$ cat config.mk
export PLATFORM = sky130hd
export DESIGN_NAME = pipe_ctrl
export DESIGN_NICKNAME = d
export VERILOG_FILES = /design/src/rtl/pipe_ctrl_pkg.sv /design/src/rtl/pipe_ctrl_fwd_unit.sv /design/src/rtl/pipe_ctrl.sv
export SDC_FILE = /design/constraint.sdc
export NUM_CORES = 1
export LEC_CHECK = 0
export CORE_UTILIZATION = 30
export DETAILED_ROUTE_END_ITERATION = 16
export PLACE_DENSITY = 0.7
export SETUP_SLACK_MARGIN = 0.15
export SYNTH_ARGS = -nofsm -noshare
export SYNTH_HDL_FRONTEND = slang
export SYNTH_HIERARCHICAL = 1
export SYNTH_SLANG_ARGS = --single-unit
$ cat constraint.sdc
create_clock -name clk -period 1.5 [get_ports clk]
set_input_delay 0.3 -clock clk [delete_from_list [all_inputs] [get_ports clk]]
set_output_delay 0.3 -clock clk [all_outputs]
set_load 0.02 [all_outputs]
$ cat src/rtl/pipe_ctrl_pkg.sv
// Shared encodings for the pipeline sequencer: FSM states and EXE forwarding
// select codes.
package pipe_ctrl_pkg;

   typedef enum logic [1:0] {
      ST_RESET = 2'd0,
      ST_RUN   = 2'd1,
      ST_WAIT  = 2'd2,
      ST_HALT  = 2'd3
   } state_t;

   localparam logic [1:0] FWD_REG     = 2'd0;
   localparam logic [1:0] FWD_ALU_MEM = 2'd1;
   localparam logic [1:0] FWD_MEM_DIN = 2'd2;
   localparam logic [1:0] FWD_WB      = 2'd3;

endpackage

$ cat src/rtl/pipe_ctrl_fwd_unit.sv
// Forwarding select for one EXE source operand; the MEM stage beats WB and
// register $0 is never forwarded.
module fwd_unit
   import pipe_ctrl_pkg::*;
(
   input  logic [4:0] i_src_addr,
   input  logic       i_wb_wen_mem,
   input  logic       i_mem_ren_mem,
   input  logic [4:0] i_regw_addr_mem,
   input  logic       i_wb_wen_wb,
   input  logic [4:0] i_regw_addr_wb,
   output logic [1:0] o_fwd_ctrl
);

   logic w_hitMem;
   logic w_hitWb;

   assign w_hitMem = i_wb_wen_mem && (i_regw_addr_mem == i_src_addr) && (i_regw_addr_mem != 5'd0);
   assign w_hitWb  = i_wb_wen_wb  && (i_regw_addr_wb  == i_src_addr) && (i_regw_addr_wb  != 5'd0);

   // A load in MEM supplies its value through mem_din, so load-use never stalls.
   always_comb begin
      o_fwd_ctrl = FWD_REG;
      if (w_hitMem)
         o_fwd_ctrl = i_mem_ren_mem ? FWD_MEM_DIN : FWD_ALU_MEM;
      else if (w_hitWb)
         o_fwd_ctrl = FWD_WB;
   end

endmodule

$ cat src/rtl/pipe_ctrl.sv
// Pipeline sequencer: reset release, branch flush, data-memory wait states with
// timeout, debug halt/single-step, plus EXE operand forwarding selects.
module pipe_ctrl
   import pipe_ctrl_pkg::*;
#(
   parameter int RST_CYCLES  = 2,
   parameter int MEM_TIMEOUT = 16
)
(
   input  logic       clk,
   input  logic       rst_n,
   input  logic       is_branch_exe,
   input  logic       is_branch_mem,
   input  logic [4:0] addr_rs_exe,
   input  logic [4:0] addr_rt_exe,
   input  logic       wb_wen_mem,
   input  logic       mem_ren_mem,
   input  logic       mem_wen_mem,
   input  logic [4:0] regw_addr_mem,
   input  logic       wb_wen_wb,
   input  logic [4:0] regw_addr_wb,
   input  logic       mem_ack,
   input  logic       debug_en,
   input  logic       debug_step,
   output logic       if_rst,
   output logic       id_rst,
   output logic       exe_rst,
   output logic       mem_rst,
   output logic       wb_rst,
   output logic       if_en,
   output logic       id_en,
   output logic       exe_en,
   output logic       mem_en,
   output logic       wb_en,
   output logic [1:0] exe_fwd_a_ctrl,
   output logic [1:0] exe_fwd_b_ctrl,
   output logic       mem_err,
   output logic [1:0] state_dbg
);

   state_t     r_state;
   state_t     w_nextState;
   logic [7:0] r_cnt;
   logic       r_memErr;
   logic       r_stepPrev;

   logic       w_stall;
   logic       w_stepRise;
   logic       w_timeoutHit;
   logic       w_waitDone;
   logic       w_advance;
   logic [4:0] w_rstVec;
   logic [4:0] w_enVec;

   assign w_stall      = (mem_ren_mem || mem_wen_mem) && !mem_ack;
   assign w_stepRise   = debug_step && !r_stepPrev;
   assign w_timeoutHit = (r_cnt == 8'(MEM_TIMEOUT - 1));
   assign w_waitDone   = mem_ack || w_timeoutHit;

   // Cycles where the pipeline moves; a timed-out access counts as complete.
   assign w_advance = ((r_state == ST_RUN)  && !w_stall && !debug_en) ||
                      ((r_state == ST_WAIT) && w_waitDone) ||
                      ((r_state == ST_HALT) && w_stepRise && !w_stall);

   always_ff @(posedge clk or negedge rst_n) begin
      if (!rst_n)
         r_state <= ST_RESET;
      else
         r_state <= w_nextState;
   end

   always_comb begin
      w_nextState = r_state;
      unique case (r_state)
         ST_RESET: if (r_cnt == 8'(RST_CYCLES - 1)) w_nextState = ST_RUN;
         ST_RUN: begin
            if (w_stall)
               w_nextState = ST_WAIT;
            else if (debug_en)
               w_nextState = ST_HALT;
         end
         ST_WAIT: if (w_waitDone) w_nextState = ST_RUN;
         ST_HALT: begin
            if (w_stepRise && w_stall)
               w_nextState = ST_WAIT;
            else if (!debug_en)
               w_nextState = ST_RUN;
         end
         default: w_nextState = ST_RESET;
      endcase
   end

   // Bit order of both vectors is {if, id, exe, mem, wb}.
   always_comb begin
      w_rstVec = 5'b00000;
      w_enVec  = 5'b00000;
      if (r_state == ST_RESET) begin
         w_rstVec = 5'b11111;
      end else if (w_advance) begin
         w_enVec = 5'b11111;
         if (is_branch_exe || is_branch_mem)
            w_rstVec = 5'b01100;
         if (is_branch_exe && !is_branch_mem)
            w_enVec[4] = 1'b0;
      end
   end

   // One counter serves both the reset hold and the memory wait timeout.
   always_ff @(posedge clk or negedge rst_n) begin
      if (!rst_n) begin
         r_cnt      <= 8'd0;
         r_memErr   <= 1'b0;
         r_stepPrev <= 1'b0;
      end else begin
         r_stepPrev <= debug_step;
         if (r_state == ST_RESET)
            r_cnt <= r_cnt + 8'd1;
         else if ((r_state != ST_WAIT) && (w_nextState == ST_WAIT))
            r_cnt <= 8'd0;
         else if (r_state == ST_WAIT)
            r_cnt <= r_cnt + 8'd1;
         if ((r_state == ST_WAIT) && !mem_ack && w_timeoutHit)
            r_memErr <= 1'b1;
      end
   end

   assign {if_rst, id_rst, exe_rst, mem_rst, wb_rst} = w_rstVec;
   assign {if_en,  id_en,  exe_en,  mem_en,  wb_en}  = w_enVec;
   assign mem_err   = r_memErr;
   assign state_dbg = r_state;

   fwd_unit u_fwdA (
      .i_src_addr      (addr_rs_exe),
      .i_wb_wen_mem    (wb_wen_mem),
      .i_mem_ren_mem   (mem_ren_mem),
      .i_regw_addr_mem (regw_addr_mem),
      .i_wb_wen_wb     (wb_wen_wb),
      .i_regw_addr_wb  (regw_addr_wb),
      .o_fwd_ctrl      (exe_fwd_a_ctrl)
   );

   fwd_unit u_fwdB (
      .i_src_addr      (addr_rt_exe),
      .i_wb_wen_mem    (wb_wen_mem),
      .i_mem_ren_mem   (mem_ren_mem),
      .i_regw_addr_mem (regw_addr_mem),
      .i_wb_wen_wb     (wb_wen_wb),
      .i_regw_addr_wb  (regw_addr_wb),
      .o_fwd_ctrl      (exe_fwd_b_ctrl)
   );

endmodule

## After elaboration in Yosys (flattened, before gate mapping)

Cells that the tools add are included.

| cells by class | value |
|---|---|
| add/sub/neg operators | 1 |
| equal/unequal tests | 11 |
| mux-type cells | 21 |
| reduce and logical (&&, ||, !) cells | 34 |

Operator list:

| cell | count |
|---|---|
| 8-bit 2-to-1 mux | 3 |
| 2-bit 2-to-1 mux | 11 |
| 5-bit == test | 4 |
| 1-bit logical AND | 20 |
| 5-bit 2-to-1 mux | 3 |
| 5-bit nonzero test | 2 |
| 8-bit by 1-bit adder with 8-bit output, second input constant | 1 |
| 8-bit by 1-bit == test with 1-bit output, second input constant | 1 |
| 8-bit by 4-bit == test with 1-bit output, second input constant | 1 |
| 4-bit 2-to-1 mux | 2 |
| 2-bit case mux with 4 select lines | 1 |
| 2-bit == test, second input constant | 3 |
| 1-bit zero test | 5 |
| 1-bit logical OR | 5 |
| 3-bit nonzero test | 1 |
| 2-bit by 1-bit == test with 1-bit output, second input constant | 1 |
| 2-bit zero test | 1 |
| 2-bit inequality test, second input constant | 1 |
| 1-bit 2-to-1 mux | 1 |

| word-level totals | value |
|---|---|
| flip-flop bits (word level) | 12 |

## Depth between registers and ports, before layout

| depth | value |
|---|---|
| depth after elaboration | 9 |
| mapped depth | 6 |
| mapped depth without buffers | 5 |

## Cells and area by module

Netlist, hierarchy kept.

By module, submodules not included:

| module | instances | cells an instance | area an instance (µm²) | sequential area each (µm²) |
|---|---|---|---|---|
| pipe_ctrl | 1 | 77 | 772.0 | 300.3 |
| fwd_unit | 2 | 21 | 173.9 | 0.0 |

## Worst setup path before layout

No wires, ideal clock.

| path | value |
|---|---|
| path type | reg2out |
| start | reg r_state[0], in the netlist state_dbg[0] |
| end | out id_rst |
| data arrival time | 1590 ps |
| required time | 1200 ps |
| setup slack | -390 ps |
| cell stages (with the launch flop) | 5 |
| cells stage by stage | dfrtp_1 buf_2 nor2_1 o32a_1 buf_4 |

| on the way | value |
|---|---|
| word-level cells in the longest chain between the ends | 7 |
| elaborated cells on any way between the ends | 13 |
| those cells by class | eq/ne (3); mux (2); reduce/logical (8) |

Ends and longest elaborated chain:

| element | line | source |
|---|---|---|
| from (decl) | pipe_ctrl.sv:41 | `state_t r_state;` |
| from (signal assigned) | pipe_ctrl.sv:69 | `r_state <= w_nextState;` |
| 2-bit by 1-bit == test with 1-bit output | pipe_ctrl.sv:61 | `assign w_advance = ((r_state == ST_RUN) && !w_stall && !debug_en) \|\|` |
| 1-bit logical AND (2 in series) | pipe_ctrl.sv:61 |  |
| 1-bit logical OR | pipe_ctrl.sv:61 |  |
| 1-bit logical OR | pipe_ctrl.sv:62 | `((r_state == ST_WAIT) && w_waitDone) \|\|` |
| 4-bit 2-to-1 mux | pipe_ctrl.sv:99 | `end else if (w_advance) begin` |
| 5-bit 2-to-1 mux * | pipe_ctrl.sv:97 | `if (r_state == ST_RESET) begin` |
| to (decl) | pipe_ctrl.sv:26 | `output logic id_rst,` |

Mark *: on every way between the ends. The rest lies on a longest branch, timed or not.

## Worst setup path in the final report

| path | value |
|---|---|
| start | reg r_cnt[5] |
| end | out if_en |

| on the way | value |
|---|---|
| word-level cells in the longest chain between the ends | 7 |

Ends and longest elaborated chain:

| element | line | source |
|---|---|---|
| from (decl) | pipe_ctrl.sv:43 | `logic [7:0] r_cnt;` |
| from (signal assigned) | pipe_ctrl.sv:117 | `r_cnt <= r_cnt + 8'd1;` |
| from (signal assigned) | pipe_ctrl.sv:121 | `r_cnt <= r_cnt + 8'd1;` |
| 8-bit by 4-bit == test with 1-bit output | pipe_ctrl.sv:57 | `assign w_timeoutHit = (r_cnt == 8'(MEM_TIMEOUT - 1));` |
| 1-bit logical OR | pipe_ctrl.sv:58 | `assign w_waitDone = mem_ack \|\| w_timeoutHit;` |
| 1-bit logical AND | pipe_ctrl.sv:62 |  |
| 1-bit logical OR | pipe_ctrl.sv:61 |  |
| 1-bit logical OR | pipe_ctrl.sv:62 |  |
| 5-bit 2-to-1 mux | pipe_ctrl.sv:99 |  |
| 5-bit 2-to-1 mux | pipe_ctrl.sv:97 |  |
| to (decl) | pipe_ctrl.sv:30 | `output logic if_en,` |

Every way passes these cells.

==> impl_metrics.json <==
{
  "fin_crit_ns": 1.945,
  "cts_tree": "yes",
  "io_pins": 48,
  "hold_slack_ns": 0.2716,
  "synth_edf_count": 0,
  "clock_latency_ns": 0.24,
  "pwr-share-seq": 0.179,
  "diodes": 0,
  "setup_viol": 14,
  "ys_ff_latch": 12,
  "syn_to_final_growth_pct": 103.1,
  "avgSynthCellArea_um2": 9.410,
  "max_cap_viol_count": 0,
  "ys_types": 42,
  "vias": 1288,
  "fmax_mhz": 514.1,
  "grt_pass1_vias": 1347,
  "wl_per_cell_um": 15.15,
  "finalNonFillerCells": 259,
  "wl_um": 3924,
  "mostFrequentLayoutCells": "buf_4, buf_6, xor2_1",
  "syn-num-nets": 152,
  "ys_warn_count": 6,
  "grt-ovfl-total": 0,
  "critPathLaunchType": "flop",
  "synth-seq-area-share": 0.2682,
  "grt_max_degree": 19,
  "critPathArrivalTime_ns": 1.65,
  "p_sw_mw": 1.071,
  "cts_made_buffers": 3,
  "cp.required_ns": 1.20,
  "drive_above_1_share": 0.5493,
  "dp.cells": 236,
  "coreArea_um2": 3442,
  "tns_ns": -4.110,
  "p_int_mw": 1.705,
  "final_nets": 247,
  "vdd_drop_max_mv": 0.7808,
  "grt_first_pass_wirelength_um": 6534,
  "timing.rr.start": "r_cnt[5]",
  "gp_congestion": 0.9508,
  "synth-main-ff-cell": "dfrtp_1",
  "slew_viol_final": 0,
  "root_buffer": "clkbuf_8",
  "fin_ws_ns": -0.4452,
  "fp.dieH_um": 63.10,
  "clkPwrFrac": 0.126,
  "critPathKind": "flop to output pin",
  "fin_skew_ns": 0.006367,
  "final_antenna_net_count": 0,
  "portBuffers": 47,
  "grt_setup_unrepaired": "yes",
  "cp_max_fo": 4,
  "p_per_area_nw_per_um2": 1220,
  "combPwrFrac": 0.695,
  "slew_headroom": 0.7700,
  "pre_cts_slack_ns": -1.281,
  "hold_viol": 0,
  "rows": 21,
  "p_total_mw": 2.776,
  "timing.critical_path.from": "r_cnt[5]",
  "violations": "setup timing",
  "start_util": 0.3253,
  "async_reset_ff_frac": 1.000,
  "ff2ff_setup_slack_ns": 0.07,
  "clkTransAtPathRegs_ns": 0.05,
  "drt-vias-per-instance": 4.973,
  "cp-end-kind": "output pin",
  "syn_area_um2": 1120,
  "critPathCapture": "if_en",
  "drt_iter0_drc": 27,
  "status": "finished with violations",
  "die_area_um2": 3981,
  "syn_inst": 119,
  "antenna_found_initial": 0,
  "leakage_nw": 1.021,
  "post-route-period-util": 1.297,
  "swShare": 0.3859,
  "layout_commonest_cell": "buf_4",
  "r2r-end": "state_dbg[0]",
  "grtUsageTotal": 0.2109,
  "hpwl_um": 2775,
  "drc": 0,
  "htreeDepth": 1,
  "hp-class": "primary input to async pin",
  "firstDrtPassIters": 4,
  "die_x_um": 63.10,
  "cts_hold_buf": 0,
  "reg2regPathDepth": 6,
  "tightest_slew_ns": 0.3402,
  "clock_sinks": 12,
  "clockBufferDepth": 2
}
==> metal layers <==
metal / up-vias / track usage / part of all wire
met2: 41 / 0.3952 / 0.55
li1: 620 / - / -
met5: - / 0 / 0
met1: 624 / 0.2467 / 0.39
met4: 0 / 0.05523 / 0.0074
met3: 3 / 0.02899 / 0.054
==> cell usage after synthesis (3+ instances only) <==
cell     number  area (µm²)
buf_4         6       45.04
nand2_1       5       18.77
xnor2_1       5       43.79
o22ai_1       3       18.77
dfrtp_1      12       300.3
mux2i_1       5       50.05
nor2b_1       4       25.02
and2_1        4       25.02
inv_1         7       26.28
xor2_1       13       113.9
nor2_1        5       18.77
nor3_1        8       40.04
==> layout make-up <==
class	count	area, µm²
Fill cell	254	1167
Multi-Input combinational cell	92	919.6
Timing Repair Buffer	98	914.6
Sequential cell	12	301.5
Tap cell	46	57.56
Clock buffer	4	55.05
Inverter	7	26.28
==> how the worst min path moves through the flow <==
stage | start | slack [ns] | end
finish | rst_n | 0.27 | r_stepPrev
global route | rst_n | 0.29 | state_dbg[0]
CTS | rst_n | 0.28 | r_stepPrev
detailed placement | mem_err | 0.48 | mem_err
global placement | mem_err | 0.47 | mem_err
floorplan | rst_n | 0.004 | mem_err
==> cell families (layout without fill, tap and decap cells) <==
group,after synthesis,in the layout,share of synthesized area
buf+inv,15,109,0.07263
flops,12,12,0.2682
xor+xnor,18,18,0.1408
fa+ha+maj,2,2,0.02234
simple gates,42,42,0.2425
compound gates,25,25,0.2090
mux,5,5,0.04469
==> power by group through the flow <==
stage | Combinational (mW) | Sequential (mW) | Clock, mW
detailed placement | 1.50 | 0.498 | 0
global placement | 1.45 | 0.491 | 0
floorplan | 0.766 | 0.568 | 0
finish | 1.93 | 0.498 | 0.349
global route | 2.06 | 0.507 | 0.374
CTS | 1.83 | 0.491 | 0.364
==> flip-flops by register name (all words and copies together) (netlist names) <==
| signal | cells |
|---|---|
| r_stepPrev | 1 |
| r_cnt | 8 |
| mem_err | 1 |
| state_dbg | 2 |
==> per-stage QoR <==
step / area, µm² / util
finish: 2275 / 0.6609
global route: 2275 / 0.6609
CTS: 2222 / 0.6456
detailed placement: 1934 / 0.5620
global placement: 1934 / 0.5620
floorplan: 1235 / -
==> critical path, stage by stage, from the launching register on <==
cell	delay, ns
dfrtp_1	0.40
nor4_4	0.40
a22oi_2	0.14
o21ai_4	0.15
a21boi_4	0.19
buf_6	0.13
==> repair_timing <==
item | 4_1_cts | 5_1_grt
endpoints found under the setup margin | 23 | 21
pin swaps | 26 | 17
setup buffers | 14 | 5
resized for setup | 184 | 30
Power figures use the tool's default switching activity.
